--- src/rtl/fetchinstrgen_udiv_seq_pkg.sv ---
// Shared definitions for the FetchInstrGen sequential unsigned divider.
// Provides default operand widths, the controller state type and the
// iteration counter width.
package fetchinstrgen_div_pkg;

  localparam int unsigned DEF_DIVIDEND_W = 20;
  localparam int unsigned DEF_DIVISOR_W  = 16;
  localparam int unsigned CNT_W          = $clog2(DEF_DIVIDEND_W);

  typedef enum logic [1:0] {
    IDLE = 2'd0,
    CALC = 2'd1,
    DONE = 2'd2
  } state_t;

endpackage

--- src/rtl/fetchinstrgen_udiv_seq_if.sv ---
// Operand/result handshake bundle for the sequential divider.
// Signals:
//   in_valid/in_ready      operand handshake, in_dividend/in_divisor payload
//   out_valid/out_ready    result handshake, out_quot/out_rem/out_dbz payload
// Modports:
//   master  producer of operands and consumer of results
//   slave   the divider itself
interface fetchinstrgen_udiv_seq_if
  import fetchinstrgen_div_pkg::*;
#(
  parameter int unsigned DIVIDEND_W = DEF_DIVIDEND_W,
  parameter int unsigned DIVISOR_W  = DEF_DIVISOR_W
);

  logic                  in_valid;
  logic                  in_ready;
  logic [DIVIDEND_W-1:0] in_dividend;
  logic [DIVISOR_W-1:0]  in_divisor;
  logic                  out_valid;
  logic                  out_ready;
  logic [DIVIDEND_W-1:0] out_quot;
  logic [DIVISOR_W-1:0]  out_rem;
  logic                  out_dbz;

  modport master (
    output in_valid, in_dividend, in_divisor, out_ready,
    input  in_ready, out_valid, out_quot, out_rem, out_dbz
  );

  modport slave (
    input  in_valid, in_dividend, in_divisor, out_ready,
    output in_ready, out_valid, out_quot, out_rem, out_dbz
  );

endinterface

--- src/rtl/fetchinstrgen_udiv_step.sv ---
// One combinational restoring-division step.
// Ports:
//   rem_in   partial remainder entering the step (always < divisor)
//   bit_in   next dividend bit shifted into the remainder
//   divisor  divisor operand
//   rem_out  partial remainder after the conditional subtract
//   q_bit    quotient bit produced by this step
module fetchinstrgen_udiv_step #(
  parameter int unsigned DIVISOR_W = 16
) (
  input  logic [DIVISOR_W-1:0] rem_in,
  input  logic                 bit_in,
  input  logic [DIVISOR_W-1:0] divisor,
  output logic [DIVISOR_W-1:0] rem_out,
  output logic                 q_bit
);

  // The shifted remainder is DIVISOR_W+1 bits: {carry, low}. A set carry
  // means it already exceeds any divisor; the subtract result always fits
  // in DIVISOR_W bits, so modular subtraction on the low part is exact.
  logic                 carry;
  logic [DIVISOR_W-1:0] low;

  always_comb begin
    carry   = rem_in[DIVISOR_W-1];
    low     = {rem_in[DIVISOR_W-2:0], bit_in};
    q_bit   = carry | (low >= divisor);
    rem_out = q_bit ? (low - divisor) : low;
  end

endmodule

--- src/rtl/fetchinstrgen_udiv_seq.sv ---
// Sequential unsigned restoring divider, one quotient bit per cycle.
// Recovers tile index (quotient) and offset (remainder) from a linear
// fetch address.
// Ports:
//   ap_clk    rising-edge clock
//   ap_rst_n  asynchronous active-low reset
//   bus       slave side of the operand/result handshake bundle
module fetchinstrgen_udiv_seq
  import fetchinstrgen_div_pkg::*;
#(
  parameter int unsigned DIVIDEND_W = DEF_DIVIDEND_W,
  parameter int unsigned DIVISOR_W  = DEF_DIVISOR_W
) (
  input  logic                     ap_clk,
  input  logic                     ap_rst_n,
  fetchinstrgen_udiv_seq_if.slave  bus
);

  localparam int unsigned        CW       = $clog2(DIVIDEND_W);
  localparam logic [CW-1:0]      CNT_LAST = CW'(DIVIDEND_W - 1);

  state_t                state;
  state_t                state_next;
  logic                  accept;
  logic [DIVIDEND_W-1:0] dvd;
  logic [DIVISOR_W-1:0]  dsr;
  logic [DIVISOR_W-1:0]  rem;
  logic [CW-1:0]         cnt;
  logic [DIVISOR_W-1:0]  step_rem;
  logic                  step_q;

  // Dividend MSB feeds the step; the freed LSB collects quotient bits.
  fetchinstrgen_udiv_step #(.DIVISOR_W(DIVISOR_W)) u_step (
    .rem_in  (rem),
    .bit_in  (dvd[DIVIDEND_W-1]),
    .divisor (dsr),
    .rem_out (step_rem),
    .q_bit   (step_q)
  );

  // State register.
  always_ff @(posedge ap_clk or negedge ap_rst_n) begin
    if (!ap_rst_n) state <= IDLE;
    else           state <= state_next;
  end

  // Next-state decode.
  always_comb begin
    state_next = state;
    accept     = 1'b0;
    case (state)
      IDLE: begin
        if (bus.in_valid) begin
          accept     = 1'b1;
          state_next = (bus.in_divisor == '0) ? DONE : CALC;
        end
      end
      CALC: begin
        if (cnt == '0) state_next = DONE;
      end
      DONE: begin
        if (bus.out_valid && bus.out_ready) state_next = IDLE;
      end
      default: state_next = IDLE;
    endcase
  end

  // Datapath and registered handshake outputs. A divide-by-zero enters DONE
  // straight from IDLE, and out_valid follows one cycle later.
  always_ff @(posedge ap_clk or negedge ap_rst_n) begin
    if (!ap_rst_n) begin
      dvd           <= '0;
      dsr           <= '0;
      rem           <= '0;
      cnt           <= '0;
      bus.in_ready  <= 1'b1;
      bus.out_valid <= 1'b0;
      bus.out_quot  <= '0;
      bus.out_rem   <= '0;
      bus.out_dbz   <= 1'b0;
    end else begin
      bus.in_ready  <= (state_next == IDLE);
      bus.out_valid <= (state_next == DONE) && (state != IDLE);
      if (accept) begin
        dvd <= bus.in_dividend;
        dsr <= bus.in_divisor;
        rem <= '0;
        cnt <= CNT_LAST;
        if (bus.in_divisor == '0) begin
          bus.out_quot <= '1;
          bus.out_rem  <= bus.in_dividend[DIVISOR_W-1:0];
          bus.out_dbz  <= 1'b1;
        end
      end else if (state == CALC) begin
        dvd <= {dvd[DIVIDEND_W-2:0], step_q};
        rem <= step_rem;
        cnt <= cnt - CW'(1);
        if (cnt == '0) begin
          bus.out_quot <= {dvd[DIVIDEND_W-2:0], step_q};
          bus.out_rem  <= step_rem;
          bus.out_dbz  <= 1'b0;
        end
      end
    end
  end

endmodule
--- src/flat_wrapper.sv ---
// flat-port wrapper written by rule: the top's interface ports become plain ports
module fetchinstrgen_udiv_seq_flat import fetchinstrgen_div_pkg::*;
#(
  parameter int unsigned DIVIDEND_W = DEF_DIVIDEND_W,
  parameter int unsigned DIVISOR_W  = DEF_DIVISOR_W
)
  (ap_clk, ap_rst_n, bus_in_valid, bus_in_dividend, bus_in_divisor, bus_out_ready, bus_in_ready, bus_out_valid, bus_out_quot, bus_out_rem, bus_out_dbz);
  fetchinstrgen_udiv_seq_if #(.DIVIDEND_W(DIVIDEND_W), .DIVISOR_W(DIVISOR_W)) bus_i ();
  input  logic ap_clk;
  input  logic ap_rst_n;
  input wire logic [$bits(bus_i.in_valid)-1:0] bus_in_valid;
  input wire logic [$bits(bus_i.in_dividend)-1:0] bus_in_dividend;
  input wire logic [$bits(bus_i.in_divisor)-1:0] bus_in_divisor;
  input wire logic [$bits(bus_i.out_ready)-1:0] bus_out_ready;
  output wire logic [$bits(bus_i.in_ready)-1:0] bus_in_ready;
  output wire logic [$bits(bus_i.out_valid)-1:0] bus_out_valid;
  output wire logic [$bits(bus_i.out_quot)-1:0] bus_out_quot;
  output wire logic [$bits(bus_i.out_rem)-1:0] bus_out_rem;
  output wire logic [$bits(bus_i.out_dbz)-1:0] bus_out_dbz;
  assign bus_i.in_valid = bus_in_valid;
  assign bus_i.in_dividend = bus_in_dividend;
  assign bus_i.in_divisor = bus_in_divisor;
  assign bus_i.out_ready = bus_out_ready;
  assign bus_in_ready = bus_i.in_ready;
  assign bus_out_valid = bus_i.out_valid;
  assign bus_out_quot = bus_i.out_quot;
  assign bus_out_rem = bus_i.out_rem;
  assign bus_out_dbz = bus_i.out_dbz;
  fetchinstrgen_udiv_seq #(.DIVIDEND_W(DIVIDEND_W), .DIVISOR_W(DIVISOR_W)) u_core (.ap_clk(ap_clk), .ap_rst_n(ap_rst_n), .bus(bus_i));
endmodule
--- config.mk ---
export PLATFORM = sky130hd
export DESIGN_NAME = fetchinstrgen_udiv_seq_flat
export DESIGN_NICKNAME = d
export VERILOG_FILES = /design/src/rtl/fetchinstrgen_udiv_seq_pkg.sv /design/src/rtl/fetchinstrgen_udiv_seq_if.sv /design/src/rtl/fetchinstrgen_udiv_step.sv /design/src/rtl/fetchinstrgen_udiv_seq.sv /design/src/flat_wrapper.sv
export SDC_FILE = /design/constraint.sdc
export NUM_CORES = 1
export LEC_CHECK = 0
export CAP_MARGIN = 15
export CORE_AREA = 3 3 112 114
export DETAILED_ROUTE_END_ITERATION = 10
export DIE_AREA = 0 0 115 117
export GPL_TIMING_DRIVEN = 0
export PLACE_DENSITY = 0.73
export SYNTH_ARGS = -nofsm -noshare
export SYNTH_HDL_FRONTEND = slang
export SYNTH_SLANG_ARGS = --single-unit
--- constraint.sdc ---
create_clock -name ap_clk -period 4.5 [get_ports ap_clk]
set_input_delay 0.45 -clock ap_clk [delete_from_list [all_inputs] [get_ports ap_clk]]
set_output_delay 0.45 -clock ap_clk [all_outputs]
set_load 0.01 [all_outputs]
==> impl_metrics.env, run 1 <==
export IMPL_drt_pass1_iter_count=5
export IMPL_irDropWorstVdd_mv=0.381
export IMPL_start_util_pct=44.3
export IMPL_yosysSeqAreaShare_pct=48.1
export IMPL_grt_max_degree=54
export IMPL_worst_path_largest_cell_delay_ns=0.40
export IMPL_final_max_slew_violation_count=0
export IMPL_finalNonFillerCells=814
export IMPL_dpl_hpwl_um=11400
export IMPL_worst_slew_pin_slew_ns=0.721
export IMPL_crit_chain="inv_1 > ha_1 > fa_1 > nand2b_1 > a21oi_1 > a41oi_1 > o211a_2 > nand2_4 > buf_6 > mux2i_1 > a21oi_1"
export IMPL_slew_headroom_pct=51.7
export IMPL_port_buffers=78
export IMPL_clock_root_buffer="clkbuf_16"
export IMPL_synth_edf_count=0
export IMPL_drive_gt1_share_pct=4.32
export IMPL_max_freq_mhz=345
export IMPL_r2r_start="u_core.dvd[19]"
export IMPL_synthesis_area_sq_um=5100
export IMPL_core_area_sq_um=11500
export IMPL_fin_skew_ns=0.00593
export IMPL_antenna_found_initial=0
export IMPL_cpLargestDelayFamily="compound AO/OA/AOI/OAI gates"
export IMPL_synth_seq_cells=98
export IMPL_cts_hold_buf=0
export IMPL_syn_nets=636
export IMPL_post_cts_repair_setup_buffers=0
export IMPL_rsz0062_at_grt="false"
export IMPL_cts_tree="done"
export IMPL_postRouteAntennaNets=0
export IMPL_synth_area_top_cells="dfrtp_1 (48%), nand2_1 (8.8%), o21ai_0 (5.9%)"
export IMPL_rr_endpoint="u_core.bus.out_rem[11]"
export IMPL_vias=4685
export IMPL_cp_common_cell="a21oi_1"
export IMPL_async_reset_ff_share_pct=100
export IMPL_setup_viol=0
export IMPL_ys_flop_type="dfrtp_1"
export IMPL_min_period_over_period_pct=64.4
export IMPL_cts_sinks=98
export IMPL_drtIter0Drc=361
export IMPL_viasPerCell=5.76
export IMPL_holdCritPathClass="in -> async"
export IMPL_die_h_um=117
export IMPL_power_density_nw_per_um2=859
export IMPL_final_common_cell="nand2_1"
export IMPL_max_cap_violations=0
export IMPL_worstSetupStartpointType="flop"
export IMPL_crit_required_ns=4.71
export IMPL_hold_worst_slack_ns=0.147
export IMPL_cts_resized=0
export IMPL_seq_area_sq_um=2450
export IMPL_timing_setup_tns_ns=0
export IMPL_crit_path_end_kind="flop"
export IMPL_drt_wl_total_um=15100
export IMPL_rrSetupSlack_ns=1.60
export IMPL_final_cell_mix="nand2_1 (119), dfrtp_1 (97), clkdlybuf4s50_1 (77)"
export IMPL_nNetsFinal=726
export IMPL_synth_distinct_cells=54
export IMPL_status="complete, no violations"
export IMPL_avgSynthCellArea_sq_um=8.85
export IMPL_path_buf_inv=2
export IMPL_die_w_um=115
export IMPL_clock_path_buffers=2
export IMPL_path_clk_slew_ns=0.07
export IMPL_wire_per_inst_um=18.5
export IMPL_p_leak_nw=2.74
export IMPL_place_inst=799
export IMPL_cts_made_buffers=9
export IMPL_yosys_area_top_type="dfrtp_1"
export IMPL_ys_warn_count=0
export IMPL_critPathSlowestCell="fa_1"
export IMPL_worst_setup_path_type="reg -> reg"
export IMPL_grt_overflow=0
export IMPL_multi_input_area_sq_um=2410
export IMPL_finalPower_mw=5.45
export IMPL_ios=79
export IMPL_rows=39
export IMPL_gp_congestion=0.872
export IMPL_fillers=1053
export IMPL_drc=0
export IMPL_period_needed_ns=2.90
export IMPL_worstPathArrival_ns=3.11
export IMPL_hold_viol=0
export IMPL_track_usage_pct=22.9
export IMPL_clk_latency_ns=0.35
export IMPL_antennaDiodeCount=0
export IMPL_postSynthCellCount=577
export IMPL_synth_top_area_share_pct=47.6
export IMPL_grt_pass1_wl_um=23900
export IMPL_cp_max_fo=10
export IMPL_area_growth_pct=24.4
export IMPL_htreeDepth=3
export IMPL_grt_pass1_vias=4599
export IMPL_die_area_sq_um=13500
export IMPL_reg2regPathDepth=11
## worst max-delay path by stage
stage,startpoint,to,slack [ns],cells after the start
2_1_floorplan,u_core.rem[7],u_core.bus.out_rem[15],2.05,9
3_3_place_gp,ap_rst_n,u_core.dsr[4],-0.60,1
3_5_place_dp,bus_in_divisor[10],u_core.bus.out_rem[3],1.50,8
4_1_cts,u_core.dvd[19],u_core.bus.out_rem[11],1.64,11
5_1_grt,u_core.dvd[19],u_core.bus.out_rem[11],1.44,11
6_report,u_core.dvd[19],u_core.bus.out_rem[11],1.60,11
## stage by stage
stage / setup WS (ns) / area, sq um / util [%]
after global routing: 1.44 / 6350 / 55.1
final: 1.60 / 6350 / 55.1
after detailed placement: 1.50 / 6090 / 52.9
after CTS: 1.64 / 6350 / 55.1
after global placement: -0.597 / 6060 / 52.7
after floorplan: 2.05 / 5100 / -
## Yosys cell counts (4+ instances only)
library cell  instances
nand2b_1              5
clkbuf_1             28
dfrtp_1              97
inv_1                25
o211ai_1              7
nor4_1                4
ha_1                 18
a31oi_1               8
a21o_1                6
a211oi_1             10
mux2i_1               7
nor2_1               34
nand3_1              19
nor3_1                8
xor2_1                4
xnor2_1               7
nand2_1             119
a21oi_1              34
o22ai_1               7
o21ai_0              60
a22oi_1              16
## registers in the layout (all words and copies together) (netlist names), 2 cells and up
signal,flops
u_core.bus.out_quot,20
u_core.bus.out_rem,16
u_core.cnt,5
u_core.dsr,16
u_core.dvd,20
u_core.rem,16
u_core.state,2
## layout make-up
class	count	share of cell area, %
sequential	98	38.6
multi-input combinational	421	38.0
timing repair buffer	79	12.7
clock buffer	11	3.66
tap	143	2.82
buffer	33	2.25
inverter	25	1.48
clock inverter	4	0.473
## cells by family after synthesis
group,share of synthesized area [%]
AOI/OAI and AO/OA,20.7
xor gates and xnor gates,1.89
adders and majority gates,4.81
buffers and inverters,4.63
DFF,48.1
muxes,1.37
and+or+nand+nor,18.5
## layer usage
layer | track usage (%) | up-vias | routed length, um
met2 | 37.2 | 182 | 6920
met5 | 0 | - | 0
li1 | - | 2208 | -
met1 | 31.1 | 2266 | 6820
met3 | 3.08 | 29 | 970
met4 | 9.78 | 0 | 372
## where the power goes
group	internal (mW)	switching [mW]	leakage, nW
logic	1.31	1.87	1.47
clock network	0.373	0.335	0.126
registers	1.29	0.281	1.15
## worst reg2reg max path, stage by stage, from the launching register on
cell and delay (ns):
dfrtp_1 0.39, inv_1 0.08, ha_1 0.23, fa_1 0.40, nand2b_1 0.20, a21oi_1 0.20, a41oi_1 0.13, o211a_2 0.40
nand2_4 0.13, buf_6 0.17, mux2i_1 0.33, a21oi_1 0.11
(Power assumes the default switching activity.)
==> inputs of run 2 (changes only) <==
Settings changed: PLACE_DENSITY 0.73 to 0.75.
Clock period 4.5 ns to 2.5 ns, I/O delays scaled along.
==> impl_metrics.env, run 2 (synthesis results as in run 1) <==
export IMPL_drtIter0Drc=358
export IMPL_detailedPlace_worstSlack_ns=-0.365
export IMPL_wire_per_inst_um=19.1
export IMPL_nNetsFinal=745
export IMPL_grt_max_degree=61
export IMPL_drt_pass1_iter_count=5
export IMPL_viasPerCell=5.82
export IMPL_slew_headroom_pct=58.6
export IMPL_path_clk_slew_ns=0.07
export IMPL_die_area_sq_um=13500
export IMPL_place_area_sq_um=6090
export IMPL_clk_latency_ns=0.35
export IMPL_status="finished, violations left"
export IMPL_timing_setup_tns_ns=-0.0125
export IMPL_htreeDepth=3
export IMPL_rsz0062_at_grt="true"
export IMPL_worstSetupStartpointType="flop"
export IMPL_worstPathArrival_ns=2.71
export IMPL_rrSetupSlack_ns=-0.01
export IMPL_stdcell_area_sq_um=6970
export IMPL_grt_pass1_vias=4809
export IMPL_setup_viol=1
export IMPL_cts_sinks=98
export IMPL_hold_viol=0
export IMPL_core_area_sq_um=11500
export IMPL_worst_setup_path_type="reg -> reg"
export IMPL_final_common_cell="nand2_1"
export IMPL_min_period_over_period_pct=101
export IMPL_crit_required_ns=2.70
export IMPL_antenna_found_initial=0
export IMPL_clock_path_buffers=2
export IMPL_track_usage_pct=23.8
export IMPL_cts_tree="done"
export IMPL_final_max_slew_violation_count=0
export IMPL_die_h_um=117
export IMPL_area_growth_pct=36.6
export IMPL_cp_max_fo=7
export IMPL_vias=4855
export IMPL_holdCritPathClass="in -> async"
export IMPL_gp_congestion=0.848
export IMPL_drc=0
export IMPL_ios=79
export IMPL_violations="setup timing"
export IMPL_antennaDiodeCount=0
export IMPL_max_freq_mhz=398
export IMPL_worst_slew_pin_slew_ns=0.620
export IMPL_drive_gt1_share_pct=14.6
export IMPL_top_regs="u_core.bus.out_quot (20), u_core.dvd (20)"
export IMPL_grt_overflow=0
export IMPL_dpl_hpwl_um=11300
export IMPL_drt_wl_total_um=15900
export IMPL_power_density_nw_per_um2=1710
export IMPL_cts_made_buffers=9
export IMPL_postRouteAntennaNets=0
export IMPL_port_buffers=78
export IMPL_final_cell_mix="nand2_1 (119), dfrtp_1 (96), clkdlybuf4s50_1 (77)"
export IMPL_crit_path_end_kind="flop"
export IMPL_irDropWorstVdd_mv=1.03
export IMPL_start_util_pct=44.3
export IMPL_period_needed_ns=2.51
export IMPL_rows=39
export IMPL_p_leak_nw=2.91
export IMPL_clock_root_buffer="clkbuf_16"
export IMPL_die_w_um=115
export IMPL_max_cap_violations=0
export IMPL_fin_skew_ns=0.00913
export IMPL_grt_pass1_wl_um=24800
export IMPL_worst_slack_ns=-0.0125
## run 2: changes by cell type in the layout (fill, tap and decap cells not counted), moves of 7 or more
cell	delta
buf_4	+17
ha_1	-11
a21oi_1	-9
ha_4	+7
## run 2: what timing repair did
item / 4_1_cts / 5_1_grt
endpoints found under the hold margin: 37 / 0
pin swaps: 11 / 18
gates cloned: 1 / 0
hold buffers: 1 / 0
endpoints found under the setup margin: 37 / 45
gates resized for setup: 39 / 39
buffers inserted: 10 / 9
## run 2: final cells by class
class                   instances  area [sq um]
clock buffers                  10           229
clock inverters                 6           101
repair buffers                100          1010
well taps                     143           179
plain buffers                  31           160
multi-input cells             421          2750
fillers                       978          4550
inverters                      25          93.8
flip-flops and latches         98          2450
## run 2: routing by layer
layer	vias to the layer above	part of all wire, %	track usage, %
met5	-	0	0
li1	2249	-	-
met2	205	48	40.5
met1	2367	42	31.1
met4	0	2.6	6.73
met3	34	7.4	4.78
## run 2: final timing paths
check | startpoint | end | depth (start not counted)
max reg2reg | u_core.rem[10] | u_core.rem[5] | 9
max | u_core.rem[10] | u_core.rem[5] | 9
min reg2reg | u_core.bus.out_dbz | u_core.bus.out_dbz | 1
min in group ap_clk | bus_in_divisor[0] | u_core.dsr[0] | 3
min | ap_rst_n | u_core.bus.out_quot[2] | 2
max in group asynchronous | ap_rst_n | u_core.dsr[14] | 3
## run 2: critical path, stage by stage (launching register included)
cell	delay, ns
dfrtp_1	0.39
ha_1	0.30
buf_6	0.12
and3_4	0.20
nand3_4	0.08
or3_4	0.41
o211a_4	0.27
nand2_8	0.10
mux2i_2	0.35
a211oi_1	0.13
## run 2: through the flow
stage               hold slack (ns)  std cells  power, mW  utilization, %
floorplan                   -0.0456        577       6.60               -
global placement              0.458        798       8.31            52.7
detailed placement            0.258        799       8.49            52.9
CTS                           0.433        826       11.0            58.4
global route                  0.467        834       12.6            60.5
finish                        0.424        834       11.9            60.5
## run 2: power breakdown
group | internal, mW | leakage (nW) | total (mW) | switching (mW)
sequential | 2.32 | 1.15 | 2.86 | 0.539
clock | 0.892 | 0.156 | 1.54 | 0.648
combinational | 3.44 | 1.61 | 7.49 | 4.06
total | 6.65 | 2.91 | 11.9 | 5.24
